[src/rtl/moore_seq_pkg.sv]
// moore_seq_pkg: shared state encoding and reference pattern for moore_seq_detector
// Contents: state_t (3-bit binary FSM encoding 0..4), PATTERN (bit stream that raises z, oldest bit at MSB)
package moore_seq_pkg;
    typedef enum logic [2:0] {
        IDLE  = 3'd0,
        S1    = 3'd1,
        S10   = 3'd2,
        S101  = 3'd3,
        S1010 = 3'd4
    } state_t;
    localparam logic [3:0] PATTERN = 4'b1010;
endpackage

[src/rtl/moore_seq_detector.sv]
// moore_seq_detector: Moore FSM that flags the serial pattern 1-0-1-0 on x
// Ports:
//   clk       rising-edge clock
//   rst_n     asynchronous active-low reset
//   x         serial data bit, sampled on each rising clk edge
//   z         detect flag, high while the FSM sits in S1010
//   det_count saturating detection counter (present only with SEQ_DET_COUNT_EN)
// Parameters: OVERLAP (1 = trailing "10" seeds the next match), CNT_W (counter width)
// Optional feature: define SEQ_DET_COUNT_EN to add det_count
module moore_seq_detector
    import moore_seq_pkg::*;
#(
    parameter int OVERLAP = 1,
    parameter int CNT_W   = 8
) (
    input  logic             clk,
    input  logic             rst_n,
    input  logic             x,
`ifdef SEQ_DET_COUNT_EN
    output logic [CNT_W-1:0] det_count,
`endif
    output logic             z
);
    state_t r_state;
    state_t w_next;
    logic   r_z;
    // Unused encodings fall back to IDLE on the next edge.
    always_comb begin
        w_next = IDLE;
        case (r_state)
            IDLE:    w_next = x ? S1 : IDLE;
            S1:      w_next = x ? S1 : S10;
            S10:     w_next = x ? S101 : IDLE;
            S101:    w_next = x ? S1 : S1010;
            S1010:   w_next = x ? ((OVERLAP != 0) ? S101 : S1) : IDLE;
            default: w_next = IDLE;
        endcase
    end
    // z is registered from the next state so it equals (r_state == S1010).
    always_ff @(posedge clk or negedge rst_n) begin
        if (!rst_n) begin
            r_state <= IDLE;
            r_z     <= 1'b0;
        end else begin
            r_state <= w_next;
            r_z     <= (w_next == S1010);
        end
    end
    assign z = r_z;
`ifdef SEQ_DET_COUNT_EN
    logic [CNT_W-1:0] r_cnt;
    always_ff @(posedge clk or negedge rst_n) begin
        if (!rst_n)
            r_cnt <= '0;
        else if (w_next == S1010 && r_cnt != {CNT_W{1'b1}})
            r_cnt <= r_cnt + 1'b1;
    end
    assign det_count = r_cnt;
`endif
endmodule

[config.mk]
export PLATFORM = sky130hd
export DESIGN_NAME = moore_seq_detector
export DESIGN_NICKNAME = d
export VERILOG_FILES = /design/src/rtl/moore_seq_pkg.sv /design/src/rtl/moore_seq_detector.sv
export SDC_FILE = /design/constraint.sdc
export NUM_CORES = 1
export LEC_CHECK = 0
export ABC_AREA = 1
export BUFFER_PORTS_ARGS = -buffer_cell sky130_fd_sc_hd__clkbuf_2
export CORE_AREA = 4 4 41 43
export CTS_CLUSTER_SIZE = 14
export DETAILED_ROUTE_END_ITERATION = 8
export DIE_AREA = 0 0 45 47
export GPL_TIMING_DRIVEN = 1
export PLACE_DENSITY = 0.38
export SYNTH_ARGS = -nofsm -noshare
export SYNTH_HDL_FRONTEND = slang
export SYNTH_SLANG_ARGS = --single-unit
[constraint.sdc]
create_clock -name clk -period 1.13 [get_ports clk]
set_clock_uncertainty 0.2 [all_clocks]
set_input_delay 0.0565 -clock clk [delete_from_list [all_inputs] [get_ports clk]]
set_output_delay 0.0565 -clock clk [all_outputs]
set_load 0.005 [all_outputs]
==> out/results.txt <==
Status: finished clean
Worst path max stage delay: 530 ps
Initial Util: 12.4%
Fillers: 159
Port Buffer Count: 3
Die area: 0.00212 mm2
Distinct cell type count of the synthesized netlist: 7
Top Ports: 4
Initial DRT Pass Iterations: 4
Cts bufs inserted: 3
CP Cell Sequence: dlygate4sd3_1 > clkbuf_2 > inv_2 > nand2_2 > nand2_1 > nand2_1 > nor2_1
CP Launch Type: input port
Largest family of logic cells by synthesized area: simple AND/OR/NAND/NOR gates
Post-DP HPWL: 216 um
CTS tree: built
Clk slew on worst S/H paths: 40 ps
NetSw: 128 uW
Worst Hold Class: flop to flop
YS warnings: 0
Most frequent cell on the critical path: nand2_1
Leakage power: 0.000122 uW
Family with the most delay on the worst path: buffers and inverters
Final setup vio count: 0
Unrepaired setup endpoints after global routing: no
CP required: 1090 ps
CP Max Fanout: 3
Initial antenna violation count: 0
Diodes inserted: 0
Pwr dens: 1880 mW/mm2
Core footprint: 0.00130 mm2
Most frequent cells in the layout: nand2_1 (4), dfrtp_1 (4)
Global-route wire length before repair: 593 um
Post-CTS setup buffer count: 0
Int Power: 352 uW
CP max-delay cell: dlygate4sd3_1
Clock network power share: 36.2%
Slew Limit Fails: 0
Die width: 45 um
Critical R2R Launch: r_state[2]
Die Ht: 47 um
Syn avg cell area: 9.49 um2
Largest net degree at the start of global routing: 6
Mapped Cells: 17
Worst Setup End Kind: flop
Synth Area in Adders: 0%
Max_cap viols: 0
Reg-to-reg slack, setup: 120 ps
Fin crit period: 1050 ps
Worst hold path depth: 1
Final worst-path cycle share: 93.2%
Via count: 144
Combinational power share: 20.7%
Post-Synth Simple-Gate Area: 35.7%
Switch share: 26.7%
Vias in the first global route: 161
Min Hold Slack: 327 ps
WL final: 304 um
Final hold viol count: 0
Worst slew margin: 88.0%
VDD IR max: 0.000854 V
DR vias/cell: 3.51
Synth Area in Compound Gates: 0%
Least-Margin Pin Slew: 181 ps
H-tree depth: 1
Skew-Pair Late Insertion Delay: 230 ps
Reg2reg end: r_state[1]
Max frequency: 0.949 GHz
Xor/xnor share of the synthesized area: 0%
Post-synthesis sequential area ratio: 62.0%
Deepest clock path buffer count: 2
Synthesized area: 161 um2
Total congestion overflow: 0
Mapped Nets: 20
Worst path arrival time: 1010 ps
DRT iter0 DRCs: 4
Min-Delay Endpoint: r_state[2]
Placement Rows: 13
Post-route ant nets: 0
GRT Overall Usage: 4.60%
GPL Wtd Cong: 0.604
Post-route setup TNS: 0 ps
Critical path buffers and inverters: 3
Cell depth of the worst flop-to-flop path: 4
Seq cells post-synth: 4
Share of post-route cells with drive strength above 1: 38.5%
Area grow syn2layout: 58.1%
DRC: 0
Sequential power share: 43.1%
Multiplexer share of the synthesized area: 0%
Final #Nets: 31
Root Buffer: clkbuf_4
WL/cell: 7.41 um
Crit Path Class: input port to flop
Min-delay src: r_state[2]
CTS Sinks: 4
worst reg2reg max path, delay by kind of cell, from the launching register on:
| family | cells | cell delay [ps] |
|---|---|---|
| DFF | 1 | 420 |
| and+or+nand+nor | 4 | 270 |
how the worst max path moves through the flow:
stage	start	end	slack, ps	depth (start not counted)
after floorplan	r_state[1]	r_state[1]	190	4
after global placement	r_state[1]	r_state[1]	150	4
after detailed placement	r_state[2]	r_state[1]	150	4
after CTS	x	z	60	5
after global routing	x	r_state[1]	2	7
final	x	r_state[1]	80	7
area by class of cell:
cell class | instances | area, um2 | area share (%)
flip-flops and latches | 4 | 100 | 39.2
multi-input cells | 12 | 65.1 | 25.5
repair buffers | 6 | 45.0 | 17.6
clock buffers | 3 | 22.5 | 8.82
well taps | 15 | 18.8 | 7.35
inverters | 1 | 3.75 | 1.47
metrics by stage:
| step | total power, uW | cells | setup slack [ps] | cell area (um2) | utilization (%) |
|---|---|---|---|---|---|
| after floorplan | 270 | 17 | 190 | 161 | - |
| after global placement | 293 | 35 | 151 | 195 | 15.0 |
| after detailed placement | 295 | 35 | 145 | 195 | 15.0 |
| after CTS | 486 | 41 | 63.4 | 248 | 19.0 |
| after global routing | 530 | 41 | 1.86 | 255 | 19.6 |
| final | 480 | 41 | 76.5 | 255 | 19.6 |
sequential cells by signal (all words and copies together) (netlist names):
| name | count |
|---|---|
| z | 1 |
| r_state | 3 |
kinds of logic after synthesis:
| kind of cell | Yosys count |
|---|---|
| buffers and inverters | 1 |
| flip-flops | 4 |
| AND/OR/NAND/NOR | 12 |
power groups by stage:
| stage | Clock [uW] | Combinational (uW) | Sequential, uW |
|---|---|---|---|
| after floorplan | 0 | 67.2 | 203 |
| after global placement | 0 | 87.7 | 206 |
| after detailed placement | 0 | 87.3 | 207 |
| after CTS | 185 | 95.8 | 206 |
| after global routing | 200 | 116 | 213 |
| final | 174 | 99.4 | 207 |
cells in the mapped netlist (all sizes together):
cell type,number,area share (%)
nand2,5,12
dfrtp,4,62
nor2,4,11
nor3b,2,9.3
and3,1,3.9
inv,1,2.3
repair_timing:
item / CTS / global route
hold endpoints to repair: 8 / 0
resized for setup: 0 / 3
hold buffers: 3 / 0
endpoints found under the setup margin: 0 / 3
layer usage:
layer | share of wire, % | routed length [um] | global-route usage (%)
met5 | 0 | 0 | 0
met4 | 2.0 | 6 | 3.51
met3 | 15 | 46 | 5.75
met2 | 36 | 109 | 5.65
met1 | 46 | 141 | 3.91
No activity file was read; power rests on OpenSTA's default activity.
